$ cat config.mk
export PLATFORM = sky130hd
export DESIGN_NAME = mc_ctrl_fsm
export DESIGN_NICKNAME = d
export VERILOG_FILES = /design/src/rtl/mc_ctrl_pkg.sv /design/src/rtl/op_class.sv /design/src/rtl/mc_ctrl_fsm.sv
export SDC_FILE = /design/constraint.sdc
export NUM_CORES = 1
export LEC_CHECK = 0
export CAP_MARGIN = 40
export CORE_MARGIN = 5
export CORE_UTILIZATION = 35
export CTS_CLUSTER_SIZE = 30
export DETAILED_ROUTE_END_ITERATION = 12
export DONT_BUFFER_PORTS = 1
export PLACE_DENSITY_LB_ADDON = 0.1
export SYNTH_ARGS = -nofsm -noshare
export SYNTH_HDL_FRONTEND = slang
export SYNTH_SLANG_ARGS = --single-unit
$ cat constraint.sdc
create_clock -name clk -period 2 [get_ports clk]
set_clock_uncertainty 0.15 [all_clocks]
set_input_delay 0.2 -clock clk [delete_from_list [all_inputs] [get_ports clk]]
set_output_delay 0.2 -clock clk [all_outputs]
set_load 0.005 [all_outputs]
$ cat src/rtl/mc_ctrl_pkg.sv
// Shared encodings for the multi-cycle RV32I control path: FSM states, opcodes, mux selects.
// The TRAP state exists only when MC_CTRL_ILLEGAL_TRAP_EN is defined.
package mc_ctrl_pkg;

    typedef enum logic [3:0] {
        S_FETCH    = 4'd0,
        S_DECODE   = 4'd1,
        S_MEMADR   = 4'd2,
        S_MEMREAD  = 4'd3,
        S_MEMWB    = 4'd4,
        S_MEMWRITE = 4'd5,
        S_EXECR    = 4'd6,
        S_EXECI    = 4'd7,
        S_ALUWB    = 4'd8,
        S_BEQ      = 4'd9,
        S_JAL      = 4'd10
`ifdef MC_CTRL_ILLEGAL_TRAP_EN
        , S_TRAP   = 4'd11
`endif
    } state_t;

    localparam logic [6:0] OP_LOAD   = 7'b0000011;
    localparam logic [6:0] OP_STORE  = 7'b0100011;
    localparam logic [6:0] OP_RTYPE  = 7'b0110011;
    localparam logic [6:0] OP_ITYPE  = 7'b0010011;
    localparam logic [6:0] OP_BRANCH = 7'b1100011;
    localparam logic [6:0] OP_JAL    = 7'b1101111;

    localparam logic [1:0] ASA_PC    = 2'b00;
    localparam logic [1:0] ASA_OLDPC = 2'b01;
    localparam logic [1:0] ASA_RD1   = 2'b10;

    localparam logic [1:0] ASB_RD2   = 2'b00;
    localparam logic [1:0] ASB_IMM   = 2'b01;
    localparam logic [1:0] ASB_FOUR  = 2'b10;

    localparam logic [1:0] RES_ALUOUT    = 2'b00;
    localparam logic [1:0] RES_DATA      = 2'b01;
    localparam logic [1:0] RES_ALURESULT = 2'b10;

    localparam logic [1:0] ALUOP_ADD   = 2'b00;
    localparam logic [1:0] ALUOP_SUB   = 2'b01;
    localparam logic [1:0] ALUOP_FUNCT = 2'b10;

    typedef struct packed {
        logic load;
        logic store;
        logic rtype;
        logic itype;
        logic branch;
        logic jal;
        logic illegal;
    } opclass_t;

endpackage

$ cat src/rtl/op_class.sv
// Combinational opcode classifier: maps instr[6:0] to a one-hot instruction class.
module op_class
    import mc_ctrl_pkg::*;
(
    input  logic [6:0] op,
    output opclass_t   cls
);

    always_comb begin
        cls = '0;
        case (op)
            OP_LOAD:   cls.load    = 1'b1;
            OP_STORE:  cls.store   = 1'b1;
            OP_RTYPE:  cls.rtype   = 1'b1;
            OP_ITYPE:  cls.itype   = 1'b1;
            OP_BRANCH: cls.branch  = 1'b1;
            OP_JAL:    cls.jal     = 1'b1;
            default:   cls.illegal = 1'b1;
        endcase
    end

endmodule

$ cat src/rtl/mc_ctrl_fsm.sv
// Main control FSM of the multi-cycle RV32I core with memory-wait timeout supervision.
// Build option MC_CTRL_ILLEGAL_TRAP_EN: unsupported opcodes lock into TRAP and raise `illegal`.
module mc_ctrl_fsm
    import mc_ctrl_pkg::*;
#(
    parameter int unsigned WAIT_MAX = 15
) (
    input  logic       clk,
    input  logic       reset_n,
    input  logic [6:0] op,
    input  logic       zero,
    input  logic       mem_ready,
    output logic       pcwrite,
    output logic       adrsrc,
    output logic       memwrite,
    output logic       irwrite,
    output logic       regwrite,
    output logic [1:0] alusrca,
    output logic [1:0] alusrcb,
    output logic [1:0] resultsrc,
    output logic [1:0] aluop,
    output logic       mem_req,
    output logic       retire,
    output logic       mem_timeout
`ifdef MC_CTRL_ILLEGAL_TRAP_EN
    ,
    output logic       illegal
`endif
);

    state_t   state, state_nxt;
    opclass_t cls;
    logic [3:0] wait_cnt, wait_cnt_nxt;
    logic       wait_hit;
    logic pcupdate, branch;
    logic irwrite_s, memwrite_s, regwrite_s, retire_s, mem_req_s;

    function automatic logic [3:0] sat_inc(input logic [3:0] v);
        return (v == 4'hF) ? v : v + 4'd1;
    endfunction

    op_class u_op_class (
        .op  (op),
        .cls (cls)
    );

    always_ff @(posedge clk or negedge reset_n) begin
        if (!reset_n) begin
            state       <= S_FETCH;
            wait_cnt    <= '0;
            mem_timeout <= 1'b0;
        end else begin
            state    <= state_nxt;
            wait_cnt <= wait_cnt_nxt;
            if (wait_hit)
                mem_timeout <= 1'b1;
        end
    end

    // A state change restarts the wait count; the FSM itself never abandons a wait.
    always_comb begin
        wait_cnt_nxt = wait_cnt;
        wait_hit     = 1'b0;
        if (state_nxt != state) begin
            wait_cnt_nxt = '0;
        end else if (mem_req_s && !mem_ready) begin
            wait_cnt_nxt = sat_inc(wait_cnt);
            wait_hit     = (32'(wait_cnt_nxt) >= WAIT_MAX);
        end
    end

    always_comb begin
        state_nxt  = state;
        adrsrc     = 1'b0;
        alusrca    = ASA_PC;
        alusrcb    = ASB_RD2;
        resultsrc  = RES_ALUOUT;
        aluop      = ALUOP_ADD;
        pcupdate   = 1'b0;
        branch     = 1'b0;
        irwrite_s  = 1'b0;
        memwrite_s = 1'b0;
        regwrite_s = 1'b0;
        retire_s   = 1'b0;
        mem_req_s  = 1'b0;
        case (state)
            S_FETCH: begin
                alusrcb   = ASB_FOUR;
                resultsrc = RES_ALURESULT;
                mem_req_s = 1'b1;
                irwrite_s = mem_ready;
                pcupdate  = mem_ready;
                if (mem_ready)
                    state_nxt = S_DECODE;
            end
            S_DECODE: begin
                alusrca = ASA_OLDPC;
                alusrcb = ASB_IMM;
                case (1'b1)
                    cls.load, cls.store: state_nxt = S_MEMADR;
                    cls.rtype:           state_nxt = S_EXECR;
                    cls.itype:           state_nxt = S_EXECI;
                    cls.branch:          state_nxt = S_BEQ;
                    cls.jal:             state_nxt = S_JAL;
                    cls.illegal: begin
`ifdef MC_CTRL_ILLEGAL_TRAP_EN
                        state_nxt = S_TRAP;
`else
                        state_nxt = S_FETCH;
                        retire_s  = 1'b1;
`endif
                    end
                    default:             state_nxt = S_FETCH;
                endcase
            end
            S_MEMADR: begin
                alusrca   = ASA_RD1;
                alusrcb   = ASB_IMM;
                state_nxt = cls.store ? S_MEMWRITE : S_MEMREAD;
            end
            S_MEMREAD: begin
                adrsrc    = 1'b1;
                mem_req_s = 1'b1;
                if (mem_ready)
                    state_nxt = S_MEMWB;
            end
            S_MEMWB: begin
                resultsrc  = RES_DATA;
                regwrite_s = 1'b1;
                retire_s   = 1'b1;
                state_nxt  = S_FETCH;
            end
            S_MEMWRITE: begin
                adrsrc     = 1'b1;
                mem_req_s  = 1'b1;
                memwrite_s = mem_ready;
                retire_s   = mem_ready;
                if (mem_ready)
                    state_nxt = S_FETCH;
            end
            S_EXECR: begin
                alusrca   = ASA_RD1;
                alusrcb   = ASB_RD2;
                aluop     = ALUOP_FUNCT;
                state_nxt = S_ALUWB;
            end
            S_EXECI: begin
                alusrca   = ASA_RD1;
                alusrcb   = ASB_IMM;
                aluop     = ALUOP_FUNCT;
                state_nxt = S_ALUWB;
            end
            S_ALUWB: begin
                resultsrc  = RES_ALUOUT;
                regwrite_s = 1'b1;
                retire_s   = 1'b1;
                state_nxt  = S_FETCH;
            end
            S_BEQ: begin
                alusrca   = ASA_RD1;
                alusrcb   = ASB_RD2;
                aluop     = ALUOP_SUB;
                resultsrc = RES_ALUOUT;
                branch    = 1'b1;
                retire_s  = 1'b1;
                state_nxt = S_FETCH;
            end
            S_JAL: begin
                alusrca   = ASA_OLDPC;
                alusrcb   = ASB_FOUR;
                resultsrc = RES_ALUOUT;
                pcupdate  = 1'b1;
                state_nxt = S_ALUWB;
            end
`ifdef MC_CTRL_ILLEGAL_TRAP_EN
            S_TRAP: state_nxt = S_TRAP;
`endif
            default: state_nxt = S_FETCH;
        endcase
    end

    // Enables are forced low while reset is held, even though FETCH would follow mem_ready.
    assign pcwrite  = reset_n & (pcupdate | (branch & zero));
    assign irwrite  = reset_n & irwrite_s;
    assign memwrite = reset_n & memwrite_s;
    assign regwrite = reset_n & regwrite_s;
    assign retire   = reset_n & retire_s;
    assign mem_req  = reset_n & mem_req_s;

`ifdef MC_CTRL_ILLEGAL_TRAP_EN
    assign illegal = (state == S_TRAP);
`endif

endmodule

==> metrics.log, run 1 <==
INFO  metric combinational_family_with_the_most_area_after_synthesis = simple AND/OR/NAND/NOR gates
INFO  metric leakagePower = around 0.47 nW
INFO  metric floorplan_die_width = 61.7 um
INFO  metric numClockSinks = 9
INFO  metric timing_worst_slew_pin_value = 0.443 ns
INFO  metric synth_compound_gate_area_share = a little under a quarter
INFO  metric seq_area_frac_synth = roughly a quarter
INFO  metric yosysMostFrequentCell = sky130_fd_sc_hd__nor3_1
INFO  metric grt_first_pass_wirelength = roughly 4300 um
INFO  metric design.core.area = 2520 um^2
INFO  metric rr_startpoint = state[0]
INFO  metric period_minus_slack = 1.92 ns
INFO  metric cts_max_path_buffers = 2
INFO  metric finalCritPeriodShare = between 90% and 100%
INFO  metric max_cap_violations = 0
INFO  metric async_reset_ff_share = between 90% and 100%
INFO  metric ys_dominant_reg_cell = sky130_fd_sc_hd__dfrtp_1
INFO  metric via_per_inst = ~5.6
INFO  metric yosys_register_bits = 9
INFO  metric synth_common_cells = sky130_fd_sc_hd__nor3_1, sky130_fd_sc_hd__a21oi_1, sky130_fd_sc_hd__nor2_1
INFO  metric routed_wirelength = around 2600 um
INFO  metric layout-drive-gt1-share = between 20% and 30%
INFO  metric critical_path.cell_chain = buf_2 -> nand2_1 -> nor2_1 -> o311ai_2 -> nand4_1 -> buf_4 -> a2111oi_2
INFO  metric antenna_found_initial = 0
INFO  metric timing.reg2reg.setup_slack = 0.08 ns
INFO  metric psw = 0.629 mW
INFO  metric pin_count_of_the_biggest_net_entering_global_routing = 13
INFO  metric power = 1.39 mW
INFO  metric run_status = complete, no violations
INFO  metric grt.overflow.total = 0
INFO  metric syn-num-nets = around 130
INFO  metric worstPathMaxFanout = 7
INFO  metric area.growth.synth_to_final = 21.4%
INFO  metric synth_largest_area_cell = sky130_fd_sc_hd__dfrtp_1
INFO  metric ctsHtreeMaxLevel = 1
INFO  metric synth.avg_cell_area = roughly 8.0 um^2
INFO  metric critical_path.n_buffers_inverters = 2
INFO  metric route.vias.total = roughly 930
INFO  metric slew_headroom = 70.4%
INFO  metric ctsRootBufferMaster = sky130_fd_sc_hd__clkbuf_4
INFO  metric clkLatencyLatePin = ~0.26 ns
INFO  metric pins_over_slew_limit = 0
INFO  metric final_hold_viol_count = 0
INFO  metric detailedRoute.firstIterationViolations = 62
INFO  metric synthXorXnorAreaFrac = roughly 6.7%
INFO  metric cts_tree = yes
INFO  metric number_of_global_route_vias_before_repair = slightly below 900
INFO  metric syn_inst = approximately 120
INFO  metric start_kind = flip-flop
INFO  metric ir_drop = roughly 0.54 mV
INFO  metric die_height = ~62 um
INFO  metric die_area = about 3800 um^2
INFO  metric number_of_distinct_library_cell_variants_in_the_gate_level_netlist_after_synthesis = 46
INFO  metric setup_viol_count_final = 0
INFO  metric row_count = 18
INFO  metric diodes = 0
INFO  metric worst_path_max_delay_cell = sky130_fd_sc_hd__dfrtp_2
INFO  metric max_stage_delay = around 0.44 ns
INFO  metric post_drt_wl_per_cell = ~16 um
INFO  metric cell_internal_pwr = between 0.7 and 0.8 mW
INFO  metric number_of_nets_still_failing_antenna_checks_after_routing = 0
INFO  metric combPwrFrac = between 60% and 70%
INFO  metric synth_top_cells_by_area = sky130_fd_sc_hd__dfrtp_1, sky130_fd_sc_hd__nor3_1, sky130_fd_sc_hd__a21oi_1
INFO  metric setup.worst_path.end_class = flip-flop
INFO  metric power.share.switching = a little under half
INFO  metric final_net_count = 148
INFO  metric power.clock.fraction = between 10% and 20%
INFO  metric floorplan.initialDensity = approximately 37%
INFO  metric synth_edf_count = 0
INFO  metric cp_data_arrival_time = about 1.9 ns
INFO  metric syn_area = roughly 930 um^2
INFO  metric synth_warnings = 0
INFO  metric cts_bufs_inserted = 3
INFO  metric power_per_cell_area = approximately 1200 nW/um^2
INFO  metric post-route-drc-count = 0
INFO  metric finalHoldWorstSlack = 0.0196 ns
INFO  metric hold_path_class = in2reg
INFO  metric crit-reg2reg-capture = wait_cnt[3]
INFO  metric worstSetupEndpoint = wait_cnt[3]
INFO  metric synth_top_area_share = between 20% and 30%
INFO  metric synthMuxAreaShare = under 10%
INFO  metric critical_path_cell_count = 7
INFO  metric place_hpwl = around 1900 um
INFO  metric seq_power_share = between 20% and 30%
INFO  metric drt_pass1_iterations = 4
INFO  metric startpoint = state[0]
INFO  metric grt.total_usage = 15.2%
INFO  metric io_pins = 27
INFO  metric routabilityCongestion = approximately 0.85
INFO  metric crit_family = compound AO/OA/AOI/OAI gates
INFO  metric fmax = 522 MHz
INFO  metric critical_path_class = reg2reg
INFO  metric port_buffers = 0
INFO  metric simple_logic_cell_fraction_of_the_synthesized_area = between 30% and 40%
INFO  metric worst-r2r-cell-count = 7
INFO  metric worst-endpoint-required = about 2.0 ns
INFO  metric post_synthesis_adder_cell_area_fraction = under 10%
INFO  metric worst_setup_hold_path_clk_slew = approximately 0.06 ns
## kinds of logic (layout without fill, tap and decap cells)
kind of cell	after synthesis	after routing
mux	1	1
simple gates	60	60
fa+ha+maj	1	1
buf+inv	11	29
compound gates	30	30
xor+xnor	5	5
flops	9	9
## flip-flops by register name, indices dropped and copies added, names as in the netlist
register and count:
wait_cnt 4, state 4, mem_timeout 1
## through the flow
step | setup TNS [ns] | instance area, um^2 | worst slack (ns) | cells | util [%]
CTS | 0 | 1070 | 0.0238 | 158 | 42.3
global placement | 0 | 1020 | 0.141 | 152 | 40.4
floorplan | 0 | 935 | 0.133 | 117 | -
finish | 0 | 1130 | 0.0837 | 165 | 45.0
global route | -0.0169 | 1130 | -0.0169 | 165 | 45.0
detailed placement | 0 | 1020 | 0.0425 | 152 | 40.4
## timing repair
| item | in CTS | in global routing |
|---|---|---|
| pin swaps | 0 | 3 |
| setup endpoints to repair | 3 | 6 |
| resized for setup | 2 | 7 |
| hold endpoints to repair | 10 | 1 |
| setup buffers | 0 | 6 |
| hold buffers | 2 | 1 |
## worst min-delay path by stage
stage / startpoint / end / cells past startpoint
after CTS: mem_ready / state[2] / 2
final: op[6] / state[1] / 2
after floorplan: reset_n / mem_timeout / 0
after global placement: reset_n / state[3] / 0
after global routing: op[6] / state[1] / 2
after detailed placement: reset_n / wait_cnt[2] / 0
## cells in the final DEF, fill, tap and decap left out, types with 4 or more instances in the layout
cell                      synthesis  final
sky130_fd_sc_hd__buf_4            2     16
sky130_fd_sc_hd__inv_1            4      4
sky130_fd_sc_hd__nand2_1          8      8
sky130_fd_sc_hd__o21ai_0          4      4
sky130_fd_sc_hd__nor2_1          10     10
sky130_fd_sc_hd__a21oi_1         10     10
sky130_fd_sc_hd__nand3_1          7      7
sky130_fd_sc_hd__dfrtp_1          9      6
sky130_fd_sc_hd__nor3_1          11     10
## layer usage
layer / track usage, % / vias up / share of wire [%]
met2: 21.2 / 20 / 43
met4: 0.909 / 0 / 0
met5: 0 / - / 0
met1: 23.9 / 437 / 50
met3: 4.61 / 0 / 6.6
li1: - / 470 / -
## cell type report
| type | instances | area (um^2) |
|---|---|---|
| fill | 292 | 1390 |
| clock buffer | 4 | 26.3 |
| tap | 30 | 37.5 |
| timing repair buffer | 21 | 166 |
| inverter | 4 | 15.0 |
| multi-input combinational | 97 | 661 |
| sequential | 9 | 229 |
## power groups by stage
stage	Clock, mW	Combinational [mW]	Sequential, mW
after floorplan	0	0.659	0.261
after global placement	0	0.824	0.313
after detailed placement	0	0.823	0.318
after CTS	0.150	0.833	0.318
after global routing	0.169	1.07	0.312
final	0.144	0.947	0.302
Note: power is estimated with default switching activity, not from simulation.
==> run 2: changes to the inputs <==
--- a/config.mk
+++ b/config.mk
@@ -5,6 +5,7 @@
 export SDC_FILE = /design/constraint.sdc
 export NUM_CORES = 1
 export LEC_CHECK = 0
+export ABC_AREA = 1
 export CAP_MARGIN = 40
 export CORE_MARGIN = 5
 export CORE_UTILIZATION = 35
==> metrics.log, run 2 <==
INFO  metric run_status = complete, no violations (unchanged)
INFO  metric syn-num-nets = 128 (was 129)
INFO  metric layout-drive-gt1-share = 16.9% (was 24.4%)
INFO  metric mostFrequentLayoutCells = sky130_fd_sc_hd__nand2_1, sky130_fd_sc_hd__inv_1, sky130_fd_sc_hd__nor2_1 (was sky130_fd_sc_hd__buf_4, sky130_fd_sc_hd__nor3_1, sky130_fd_sc_hd__nor2_1, sky130_fd_sc_hd__a21oi_1, sky130_fd_sc_hd__nand2_1)
INFO  metric fin_setup_tns = 0 ns (unchanged)
INFO  metric ys_dominant_reg_cell = sky130_fd_sc_hd__dfrtp_1 (unchanged)
INFO  metric critical_path_cell_count = 6 (was 7)
INFO  metric reg.largest.list = state (4), wait_cnt (4), mem_timeout (1) (unchanged)
INFO  metric routed_wirelength = 1820 um (was 2560 um)
INFO  metric number_of_nets_still_failing_antenna_checks_after_routing = 0 (unchanged)
INFO  metric synth_largest_area_cell = sky130_fd_sc_hd__dfrtp_1 (unchanged)
INFO  metric critical_path_class = reg2reg (unchanged)
INFO  metric seq_area_frac_synth = 30.3% (was 24.1%)
INFO  metric worstPathMaxFanout = 5 (was 7)
INFO  metric clkLatencyLatePin = 0.26 ns (about the same)
INFO  metric final_net_count = 137 (was 148)
INFO  metric io_pins = 27 (unchanged)
INFO  metric num-fill-cells = 218 (was 292)
INFO  metric worst-r2r-cell-count = 6 (was 7)
INFO  metric slew_headroom = 70.5% (was 70.4%)
INFO  metric route.vias.total = 748 (was 927)
INFO  metric critical_path.n_buffers_inverters = 1 (was 2)
INFO  metric ctsRootBufferMaster = sky130_fd_sc_hd__clkbuf_4 (unchanged)
INFO  metric post-route-drc-count = 0 (unchanged)
INFO  metric number_of_buffers_inserted_to_repair_setup_after_cts = 0 (unchanged)
INFO  metric syn_area = 744 um^2 (was 935 um^2)
INFO  metric worst_setup_hold_path_clk_slew = 0.06 ns (about the same)
INFO  metric final_hold_viol_count = 0 (unchanged)
INFO  metric area.growth.synth_to_final = 13.8% (was 21.4%)
INFO  metric yosys_register_bits = 9 (unchanged)
INFO  metric grt.total_usage = 12.6% (was 15.2%)
INFO  metric synth_edf_count = 0 (unchanged)
INFO  metric antenna_found_initial = 0 (unchanged)
INFO  metric drt_pass1_iterations = 4 (unchanged)
INFO  metric fmax = 542 MHz (was 522 MHz)
INFO  metric worst_path_max_delay_cell = sky130_fd_sc_hd__dlygate4sd3_1 (was sky130_fd_sc_hd__dfrtp_2)
INFO  metric setup_viol_count_final = 0 (unchanged)
INFO  metric ir_drop = 0.224 mV (was 0.539 mV)
INFO  metric row_count = 16 (was 18)
INFO  metric cts_tree = yes (unchanged)
INFO  metric min_delay_path_depth = 3 (was 2)
INFO  metric place_hpwl = 1450 um (was 1880 um)
INFO  metric power_per_cell_area = 570 nW/um^2 (was 1230 nW/um^2)
INFO  metric ctsHtreeMaxLevel = 1 (unchanged)
INFO  metric start_kind = flip-flop (unchanged)
INFO  metric cp_data_arrival_time = 1.88 ns (was 1.92 ns)
INFO  metric setup.worst_path.end_class = flip-flop (unchanged)
INFO  metric synth_warnings = 0 (unchanged)
INFO  metric cts_bufs_inserted = 3 (unchanged)
INFO  metric numClockSinks = 9 (unchanged)
INFO  metric synth_top_cells_by_area = sky130_fd_sc_hd__dfrtp_1, sky130_fd_sc_hd__nand2_1, sky130_fd_sc_hd__inv_1 (was sky130_fd_sc_hd__dfrtp_1, sky130_fd_sc_hd__nor3_1, sky130_fd_sc_hd__a21oi_1)
INFO  metric number_of_global_route_vias_before_repair = 703 (was 874)
INFO  metric max_stage_delay = 0.57 ns (was 0.44 ns)
INFO  metric worst-endpoint-required = 2.04 ns (was 2.00 ns)
INFO  metric period_minus_slack = 1.85 ns (was 1.92 ns)
INFO  metric syn_inst = 116 (was 117)
INFO  metric floorplan.initialDensity = 37.2% (was 37.1%)
INFO  metric leading_cell_type_in_the_layout_fill_and_taps_excluded = sky130_fd_sc_hd__nand2_1 (was sky130_fd_sc_hd__buf_4)
INFO  metric cts_max_path_buffers = 2 (unchanged)
INFO  metric pin_count_of_the_biggest_net_entering_global_routing = 10 (was 13)
INFO  metric synth_top_area_share = 30.3% (was 24.1%)
INFO  metric timing_worst_slew_pin_value = 0.441 ns (was 0.443 ns)
INFO  metric max_cap_violations = 0 (unchanged)
INFO  metric synth_common_cells = sky130_fd_sc_hd__nand2_1, sky130_fd_sc_hd__inv_1, sky130_fd_sc_hd__nor2_1 (was sky130_fd_sc_hd__nor3_1, sky130_fd_sc_hd__a21oi_1, sky130_fd_sc_hd__nor2_1)
INFO  metric die_height = 56.1 um (was 61.7 um)
INFO  metric finalCritPeriodShare = 92.3% (was 95.8%)
INFO  metric die_area = 3150 um^2 (was 3800 um^2)
INFO  metric pins_over_slew_limit = 0 (unchanged)
INFO  metric detailedRoute.firstIterationViolations = 18 (was 62)
INFO  metric yosysMostFrequentCell = sky130_fd_sc_hd__nand2_1 (was sky130_fd_sc_hd__nor3_1)
INFO  metric routabilityCongestion = 0.828 (was 0.850)
INFO  metric grt.overflow.total = 0 (unchanged)
INFO  metric critical_path.cell_chain = nor2_4 -> nand2_2 -> nor2_1 -> nand3_1 -> o211ai_1 -> dlygate4sd3_1 (was buf_2 -> nand2_1 -> nor2_1 -> o311ai_2 -> nand4_1 -> buf_4 -> a2111oi_2)
INFO  metric instances_no_fill = 151 (was 165)
INFO  metric leakagePower = 0.455 nW (was 0.467 nW)
INFO  metric crit_family = buffers and inverters (was compound AO/OA/AOI/OAI gates)
INFO  metric placed_cells = 143 (was 152)
INFO  metric hold_path_class = in2reg (unchanged)
INFO  metric number_of_distinct_library_cell_variants_in_the_gate_level_netlist_after_synthesis = 21 (was 46)
INFO  metric grt_first_pass_wirelength = 3110 um (was 4350 um)
INFO  metric floorplan_die_width = 56.1 um (was 61.7 um)
INFO  metric synth.avg_cell_area = 6.42 um^2 (was 7.99 um^2)
INFO  metric design.core.area = 2000 um^2 (was 2520 um^2)
INFO  metric diodes = 0 (unchanged)
INFO  metric port_buffers = 0 (unchanged)
INFO  metric via_per_inst = 4.95 (was 5.62)
INFO  metric post_drt_wl_per_cell = 12.0 um (was 15.5 um)
INFO  metric async_reset_ff_share = 100% (unchanged)
INFO  metric rsz_0062_raised_after_global_routing = no
run 2: changes by cell type after synthesis, sizes merged, moves of 4 or more:
cell   before  now
a21oi      10    5
buf         6    0
inv         4   19
nand2       8   39
nor2       10   16
nor3       11    1
xor2        4    0
run 2: path summary, 6_finish.rpt:
path	from	to	slack, ns
max	state[3]	state[2]	0.15
min	mem_ready	state[1]	0.02
max reg2reg	state[3]	state[2]	0.15
min reg2reg	mem_timeout	mem_timeout	0.36
max in group asynchronous	reset_n	state[1]	1.19
min in group asynchronous	reset_n	mem_timeout	0.17
run 2: worst register-to-register path: cells and delay by family (launching register included):
family,cells,cell delay [ns]
compound gates,1,0.09
buf+inv,1,0.57
flops,1,0.46
simple gates,4,0.52
run 2: per-layer routing:
metal	GRT usage, %	vias up	routed length (um)
met4	5.08	0	22
li1	-	386	-
met3	5.10	2	151
met2	18.4	26	786
met5	0	-	0
met1	16.5	334	859
run 2: cell families after synthesis:
group                      Yosys count  share of synthesized area (%)
AOI/OAI and AO/OA                   15                           11.1
xor gates and xnor gates             2                           2.35
adders and majority gates            1                           1.68
buffers and inverters               20                           10.1
DFF                                  9                           30.3
and+or+nand+nor                     69                           44.5
run 2: through the flow:
| step | area [um^2] | hold slack (ns) | total power [mW] | utilization [%] | setup WS, ns |
|---|---|---|---|---|---|
| floorplan | 744 | -0.246 | 0.314 | - | 0.581 |
| global placement | 778 | -0.245 | 0.337 | 38.9 | 0.469 |
| detailed placement | 778 | -0.245 | 0.337 | 38.9 | 0.482 |
| CTS | 845 | 0.00271 | 0.491 | 42.2 | 0.151 |
| global route | 847 | 0.0258 | 0.521 | 42.3 | 0.0214 |
| finish | 847 | 0.0172 | 0.483 | 42.3 | 0.155 |
run 2: report_power, final:
part / switching (mW) / total, mW / leakage [nW] / internal, mW
combinational: 0.0895 / 0.136 / 0.326 / 0.0466
clock: 0.0618 / 0.139 / 0.0150 / 0.0767
sequential: 0.0147 / 0.208 / 0.114 / 0.194
run 2: cell type report:
class	count	area, um^2	area share, %
Clock buffer	4	26.3	3.10
Timing Repair Buffer	4	40.0	4.73
Inverter	20	75.1	8.86
Tap cell	27	33.8	3.99
Sequential cell	9	228	26.9
Multi-Input combinational cell	87	444	52.4
run 2: timing repair:
action / in CTS / in global routing
hold buffers: 4 / 0
hold endpoints to repair: 11 / 0
endpoints found under the setup margin: 0 / 1
resized for setup: 0 / 2
